[src/rtl/sc_pointctrl_fsm.sv]
`default_nettype none
// +----------------------------------------------------------------------------+
// | Module      : sc_pointctrl_fsm                                             |
// | Description : Player-car lateral controller. Turns the start/left/right   |
// |               buttons and the bottom-side collision comparator into the   |
// |               shift/clear/load strobes of the player-car register, tracks |
// |               the lane index, auto-repeats held moves and freezes the car |
// |               for a timed crash window followed by a reload.              |
// | Option      : SC_POINTCTRL_WRAP_EN - when defined, moves past a road edge |
// |               wrap around to the other edge instead of saturating.        |
// | Ports       : SC_POINTCTRL_CLOCK_50      clock, rising edge               |
// |               SC_POINTCTRL_RESET_InHigh  synchronous reset, active-high    |
// |               *_startButton/leftButton/rightButton_InLow  buttons (low)   |
// |               *_bottomsidecomparator_InLow  collision detect (low)        |
// |               *_clear_OutLow / *_load0_OutLow  1-cycle low strobes        |
// |               *_load1_OutLow             reserved, constant 1             |
// |               *_shiftselection_Out       01 left, 10 right, 11 hold       |
// |               *_position_Out             current lane index               |
// |               *_crash_Out                high while frozen after a crash  |
// | Revision    : 1.0 - initial release                                        |
// +----------------------------------------------------------------------------+
module sc_pointctrl_fsm #(
  parameter int NUM_POS       = 8,
  parameter int START_POS     = 3,
  parameter int HOLD_DELAY    = 12_500_000,
  parameter int REPEAT_PERIOD = 5_000_000,
  parameter int CRASH_CYCLES  = 50_000_000
) (
  input  logic                       SC_POINTCTRL_CLOCK_50,
  input  logic                       SC_POINTCTRL_RESET_InHigh,
  input  logic                       SC_POINTCTRL_startButton_InLow,
  input  logic                       SC_POINTCTRL_leftButton_InLow,
  input  logic                       SC_POINTCTRL_rightButton_InLow,
  input  logic                       SC_POINTCTRL_bottomsidecomparator_InLow,
  output logic                       SC_POINTCTRL_clear_OutLow,
  output logic                       SC_POINTCTRL_load0_OutLow,
  output logic                       SC_POINTCTRL_load1_OutLow,
  output logic [1:0]                 SC_POINTCTRL_shiftselection_Out,
  output logic [$clog2(NUM_POS)-1:0] SC_POINTCTRL_position_Out,
  output logic                       SC_POINTCTRL_crash_Out
);

  localparam int POS_W   = $clog2(NUM_POS);
  localparam int MAX_A   = (HOLD_DELAY > REPEAT_PERIOD) ? HOLD_DELAY : REPEAT_PERIOD;
  localparam int MAX_CNT = (MAX_A > CRASH_CYCLES) ? MAX_A : CRASH_CYCLES;
  localparam int CNT_W   = (MAX_CNT > 1) ? $clog2(MAX_CNT) : 1;

  localparam logic [POS_W-1:0] POS_START  = POS_W'(START_POS);
  localparam logic [POS_W-1:0] POS_LAST   = POS_W'(NUM_POS - 1);
  localparam logic [POS_W-1:0] POS_ONE    = POS_W'(1);
  localparam logic [CNT_W-1:0] CNT_HOLD   = CNT_W'(HOLD_DELAY - 1);
  localparam logic [CNT_W-1:0] CNT_REPEAT = CNT_W'(REPEAT_PERIOD - 1);
  localparam logic [CNT_W-1:0] CNT_CRASH  = CNT_W'(CRASH_CYCLES - 1);
  localparam logic [CNT_W-1:0] CNT_ONE    = CNT_W'(1);

  localparam logic [1:0] SHIFT_LEFT  = 2'b01;
  localparam logic [1:0] SHIFT_RIGHT = 2'b10;
  localparam logic [1:0] SHIFT_HOLD  = 2'b11;

  localparam logic DIR_LEFT  = 1'b0;
  localparam logic DIR_RIGHT = 1'b1;

  typedef enum logic [3:0] {
    ST_RESET   = 4'd0,
    ST_START   = 4'd1,
    ST_CHECK   = 4'd2,
    ST_INIT    = 4'd3,
    ST_LEFT    = 4'd4,
    ST_RIGHT   = 4'd5,
    ST_HOLD    = 4'd6,
    ST_RELEASE = 4'd7,
    ST_CRASH   = 4'd8,
    ST_RECOVER = 4'd9
  } state_t;

  state_t           state;
  logic [POS_W-1:0] pos;
  logic [CNT_W-1:0] cnt;
  logic             dir;
  logic             clear_n;
  logic             load0_n;
  logic [1:0]       shift_sel;
  logic             crash;

  // Active-high views of the active-low inputs.
  logic collide;
  logic start_pressed;
  logic left_pressed;
  logic right_pressed;
  logic dir_pressed;

  assign collide       = ~SC_POINTCTRL_bottomsidecomparator_InLow;
  assign start_pressed = ~SC_POINTCTRL_startButton_InLow;
  assign left_pressed  = ~SC_POINTCTRL_leftButton_InLow;
  assign right_pressed = ~SC_POINTCTRL_rightButton_InLow;
  assign dir_pressed   = (dir == DIR_LEFT) ? left_pressed : right_pressed;

  // Target lane and strobe for a move in each direction. At the edge the
  // car either stays put with no strobe, or wraps and the downstream
  // register rotates with the same strobe as a normal move.
  logic [POS_W-1:0] pos_left;
  logic [POS_W-1:0] pos_right;
  logic [1:0]       shift_left;
  logic [1:0]       shift_right;

`ifdef SC_POINTCTRL_WRAP_EN
  assign pos_left    = (pos == '0) ? POS_LAST : (pos - POS_ONE);
  assign pos_right   = (pos == POS_LAST) ? '0 : (pos + POS_ONE);
  assign shift_left  = SHIFT_LEFT;
  assign shift_right = SHIFT_RIGHT;
`else
  assign pos_left    = (pos == '0) ? pos : (pos - POS_ONE);
  assign pos_right   = (pos == POS_LAST) ? pos : (pos + POS_ONE);
  assign shift_left  = (pos == '0) ? SHIFT_HOLD : SHIFT_LEFT;
  assign shift_right = (pos == POS_LAST) ? SHIFT_HOLD : SHIFT_RIGHT;
`endif

  // Outputs are registered alongside the state: each branch sets the
  // strobe values belonging to the state being entered, and the idle
  // values written first cover every state without a strobe. The lane and
  // the counter are loaded on the same edge that enters the move state, so
  // the move state itself already counts down one cycle of the delay.
  always_ff @(posedge SC_POINTCTRL_CLOCK_50) begin
    if (SC_POINTCTRL_RESET_InHigh) begin
      state     <= ST_RESET;
      pos       <= POS_START;
      cnt       <= '0;
      dir       <= DIR_LEFT;
      clear_n   <= 1'b1;
      load0_n   <= 1'b1;
      shift_sel <= SHIFT_HOLD;
      crash     <= 1'b0;
    end else begin
      clear_n   <= 1'b1;
      load0_n   <= 1'b1;
      shift_sel <= SHIFT_HOLD;
      crash     <= 1'b0;
      case (state)
        ST_RESET: state <= ST_START;
        ST_START: state <= ST_CHECK;
        ST_CHECK: begin
          if (collide) begin
            state <= ST_CRASH;
            cnt   <= CNT_CRASH;
            crash <= 1'b1;
          end else if (start_pressed) begin
            state   <= ST_INIT;
            pos     <= POS_START;
            clear_n <= 1'b0;
          end else if (left_pressed && !right_pressed) begin
            state     <= ST_LEFT;
            dir       <= DIR_LEFT;
            pos       <= pos_left;
            shift_sel <= shift_left;
            cnt       <= CNT_HOLD;
          end else if (right_pressed && !left_pressed) begin
            state     <= ST_RIGHT;
            dir       <= DIR_RIGHT;
            pos       <= pos_right;
            shift_sel <= shift_right;
            cnt       <= CNT_HOLD;
          end
        end
        ST_INIT: state <= ST_RELEASE;
        ST_LEFT, ST_RIGHT: begin
          state <= ST_HOLD;
          // Guard keeps a one-cycle delay from underflowing the counter.
          if (cnt != '0) cnt <= cnt - CNT_ONE;
        end
        ST_HOLD: begin
          if (collide) begin
            state <= ST_CRASH;
            cnt   <= CNT_CRASH;
            crash <= 1'b1;
          end else if (!dir_pressed) begin
            state <= ST_CHECK;
          end else if (cnt == '0) begin
            cnt <= CNT_REPEAT;
            if (dir == DIR_LEFT) begin
              state     <= ST_LEFT;
              pos       <= pos_left;
              shift_sel <= shift_left;
            end else begin
              state     <= ST_RIGHT;
              pos       <= pos_right;
              shift_sel <= shift_right;
            end
          end else begin
            cnt <= cnt - CNT_ONE;
          end
        end
        ST_RELEASE: begin
          if (collide) begin
            state <= ST_CRASH;
            cnt   <= CNT_CRASH;
            crash <= 1'b1;
          end else if (!start_pressed && !left_pressed && !right_pressed) begin
            state <= ST_CHECK;
          end
        end
        ST_CRASH: begin
          if (cnt == '0) begin
            state   <= ST_RECOVER;
            pos     <= POS_START;
            load0_n <= 1'b0;
          end else begin
            cnt   <= cnt - CNT_ONE;
            crash <= 1'b1;
          end
        end
        // Recovery always passes through RELEASE so a button still held
        // from before the crash cannot move the car.
        ST_RECOVER: state <= ST_RELEASE;
        default:    state <= ST_CHECK;
      endcase
    end
  end

  assign SC_POINTCTRL_clear_OutLow       = clear_n;
  assign SC_POINTCTRL_load0_OutLow       = load0_n;
  assign SC_POINTCTRL_load1_OutLow       = 1'b1;
  assign SC_POINTCTRL_shiftselection_Out = shift_sel;
  assign SC_POINTCTRL_position_Out       = pos;
  assign SC_POINTCTRL_crash_Out          = crash;

endmodule
`default_nettype wire

[config.mk]
export PLATFORM = sky130hd
export DESIGN_NAME = sc_pointctrl_fsm
export DESIGN_NICKNAME = d
export VERILOG_FILES = /design/src/rtl/sc_pointctrl_fsm.sv
export SDC_FILE = /design/constraint.sdc
export NUM_CORES = 1
export LEC_CHECK = 0
export CORE_MARGIN = 2
export CORE_UTILIZATION = 50
export CTS_CLUSTER_DIAMETER = 80
export DETAILED_ROUTE_END_ITERATION = 10
export MAX_ROUTING_LAYER = met4
export PLACE_DENSITY = 0.75
export SYNTH_ARGS = -nofsm -noshare
export SYNTH_HDL_FRONTEND = slang
export SYNTH_SLANG_ARGS = --single-unit
[constraint.sdc]
create_clock -name SC_POINTCTRL_CLOCK_50 -period 2.7 [get_ports SC_POINTCTRL_CLOCK_50]
set_input_delay 0.54 -clock SC_POINTCTRL_CLOCK_50 [delete_from_list [all_inputs] [get_ports SC_POINTCTRL_CLOCK_50]]
set_output_delay 0.54 -clock SC_POINTCTRL_CLOCK_50 [all_outputs]
set_load 0.01 [all_outputs]
==> flow_summary.ini <==
[clocking]
worst_setup_hold_path_clk_slew_ps = 90
clock_insertion_delay_worst_skew_ps = 300
clock_tree_from_tritoncts = done
number_of_h_tree_levels = 2
cts_hold_buf = 0
tritoncts.num_buffers = 5
cts-root-buf = clkbuf_8
ctsResizeCount = 0
tritoncts_num_sinks = 39
clock_tree.buffer_depth = 2

[timing]
slew_violations = 0
timing.max_slew.rel_slack_pct = 53.5
hold_slack_ps = 468
hold_viol = 0
min_period_ps = 2530
clock-skew-final_ps = 12.9
setup_repair_after_global_routing_missed_its_margin = no
fin_crit_sh_pct = 93.7
fmax_mhz = 395
report.final.setup_viol = 0
slew_at_the_pin_with_the_worst_max_slew_slack_ps = 698

[routing]
dr_total_vias = 2842
remaining_antenna_violation_count = 0
drt_pre_antenna_iters = 5
detail_route.iter0.violations = 377
remaining_drc_errors = 0
wl_per_cell_um = 16.4
avgViaCountPerCell = 6.13
wirelength_um = 7600

[global_routing]
grtUsageTotal_pct = 26.1
grt_max_degree = 25
globalRoute.totalOverflow = 0
number_of_antenna_violations_at_the_first_check_in_global_routing = 0
grt_pass1_vias = 2572
grt_first_pass_wirelength_um = 12600

[logic_synthesis]
register_area_share_after_synthesis_pct = 27.8
synth_area_per_cell_um2 = 7.75
mappedNetlistNets = 375
synth_warnings = 0
synth-edff-count = 0
synth-seq-cells = 39
flip_flop_cell_with_the_highest_count_after_synthesis = dfxtp_1
netlist-cell-type-count = 70
synthesis.instances = 362
synth_async_sr_flop_share_pct = 0
syn_area_mm2 = 0.00280

[job]
drv.max_cap_violation_count = 0

[min_path]
worstHoldStart = cnt[21]
worst_hold_path_type = reg2reg

[worst_setup_path]
path_cells = inv_1 > ha_1 > nor4b_1 > buf_4 > nand4_4 > or2_1 > a21oi_4 > nor2_1 > buf_4 > a221oi_1
setup.worst_path.class = reg2reg
r2r-start = cnt[1]
rr_worst_depth = 10
critPathMaxFanout = 10
worst_r2r_endpoint = cnt[1]
timing.critical_path.slowest_stage_cell = or2_1
crit_path_frequent_cell = buf_4
crit_end_element = flip-flop
regToRegSetupSlack_ps = 170
crit_end = cnt[1]
worst_ep_arrival_time_ps = 2730
worst_ep_required_time_ps = 2900
critical_path.startpoint = cnt[1]
slowest_delay_ps = 350
timing.critical_path.from_type = flip-flop

[floorplanning]
core_area_mm2 = 0.00547
fp-row-count = 27
dieHeight_um = 78.9
floorplan.initialDensity_pct = 51.2
floorplan.die_area_mm2 = 0.00622
floorplan.io_pins = 15
die_w_um = 78.9

[placement]
finalWeightedCongestion = 0.974
post-place-cells = 456
post-dp-hpwl_um = 5480
portBuffers = 13
post_dp_cell_area_mm2 = 0.00316

[layout]
area.growth.synth_to_final_pct = 15.6
fin_nets = 404
post-route-cell-area_mm2 = 0.00324
layout.cells.most_common = dfxtp_1
layout.area.seq_um2 = 781
mostFrequentLayoutCells = dfxtp_1, nor2_1, buf_4
final_cell_count_no_fill = 464
drive_above_1_share_pct = 15.1
n_fill_cell = 519
multi_input_area_mm2 = 0.00183
antenna-diode-count = 0

[pwr]
powerDensity_mw_per_mm2 = 1150
worst_ir_drop_vdd_uv = 448
total_leakage_power_uw = 0.00123
power_after_layout_uw = 3710

[run_status]
outcome = finished, final reports clean
-- cells by family (layout without fill, tap and decap cells) --
family	Yosys count	after routing	synth area share [%]
other	1	1	0.134
DFF	39	39	27.8
xor gates and xnor gates	6	6	1.87
and+or+nand+nor	146	146	30.3
buffers and inverters	44	74	6.78
adders and majority gates	7	7	3.12
AOI/OAI and AO/OA	116	116	28.8
muxes	3	3	1.07
-- final cells by class --
cell class                 count  share of cell area, %
multi-input combinational    279                   56.6
sequential                    39                   24.1
timing repair buffer          46                   11.7
tap                           72                   2.78
inverter                      20                   2.32
clock buffer                   5                   2.12
clock inverter                 3                  0.463
-- flip-flops by register name (all words and copies together), names as in the netlist --
register                         count
cnt                                 26
SC_POINTCTRL_clear_OutLow            1
SC_POINTCTRL_position_Out            3
dir                                  1
SC_POINTCTRL_crash_Out               1
SC_POINTCTRL_load0_OutLow            1
state                                4
SC_POINTCTRL_shiftselection_Out      2
-- how the worst min path moves through the flow --
| stage | end | cells after the start |
|---|---|---|
| floorplan | cnt[21] | 2 |
| global placement | cnt[21] | 2 |
| detailed placement | cnt[21] | 2 |
| CTS | cnt[21] | 2 |
| global route | cnt[21] | 2 |
| finish | cnt[21] | 2 |
-- worst max-delay path, delay by kind of cell, from the launching register on --
kind / cells / cell delay (ps)
AND/OR/NAND/NOR: 4 / 830
flip-flops: 1 / 340
buffers and inverters: 3 / 470
adder cells (fa/ha/maj): 1 / 150
AO/OA/AOI/OAI: 2 / 630
-- through the flow --
step	setup TNS (ps)	setup WS [ps]	utilization [%]
after global routing	0	6.30	59.2
after detailed placement	-714	-131	57.7
after CTS	0	197	59.2
final	0	169	59.2
after global placement	0	20.5	57.7
after floorplan	0	233	-
-- cell usage after synthesis (all sizes together), types with 3 or more instances --
library cell | instances | area, um^2
a21oi | 32 | 175
nor4 | 7 | 65.1
nor2 | 34 | 128
a31oi | 11 | 68.8
nand2b | 9 | 56.3
o21ai | 17 | 85.1
clkbuf | 17 | 65.1
a41oi | 4 | 35.0
nand2 | 21 | 78.8
or2 | 4 | 25.0
a211oi | 3 | 22.5
inv | 20 | 75.1
o221ai | 4 | 35.0
xor2 | 4 | 35.0
buf | 7 | 50.1
nor2b | 7 | 43.8
a21o | 3 | 25.0
or3 | 11 | 70.1
mux2i | 3 | 30.0
and2 | 9 | 56.3
o32ai | 9 | 78.8
dfxtp | 39 | 781
ha | 7 | 87.6
o22ai | 3 | 18.8
a311oi | 3 | 26.3
o2bb2ai | 3 | 26.3
nor3 | 18 | 100
nand3 | 7 | 35.0
a221oi | 4 | 35.0
nand4 | 5 | 61.3
-- layer usage --
metal / GRT usage [%] / vias up / part of all wire, %
met4: 7.59 / 0 / 1.4
li1: - / 1414 / -
met3: 4.55 / 12 / 6.0
met1: 35.7 / 1326 / 48
met5: - / - / 0
met2: 39.7 / 90 / 44
-- where the power goes --
| part | internal [uW] | leakage [uW] | switching, uW | total, uW |
|---|---|---|---|---|
| clock network | 177 | 0.0000477 | 219 | 396 |
| registers | 736 | 0.000319 | 231 | 968 |
| logic | 1000 | 0.000860 | 1350 | 2350 |
| total | 1910 | 0.00123 | 1800 | 3710 |
-- timing repair --
action                                 in CTS  in global routing
endpoints found under the hold margin       0                  0
setup endpoints to repair                   0                  1
setup buffers                               0                  0
(Power assumes the default switching activity.)
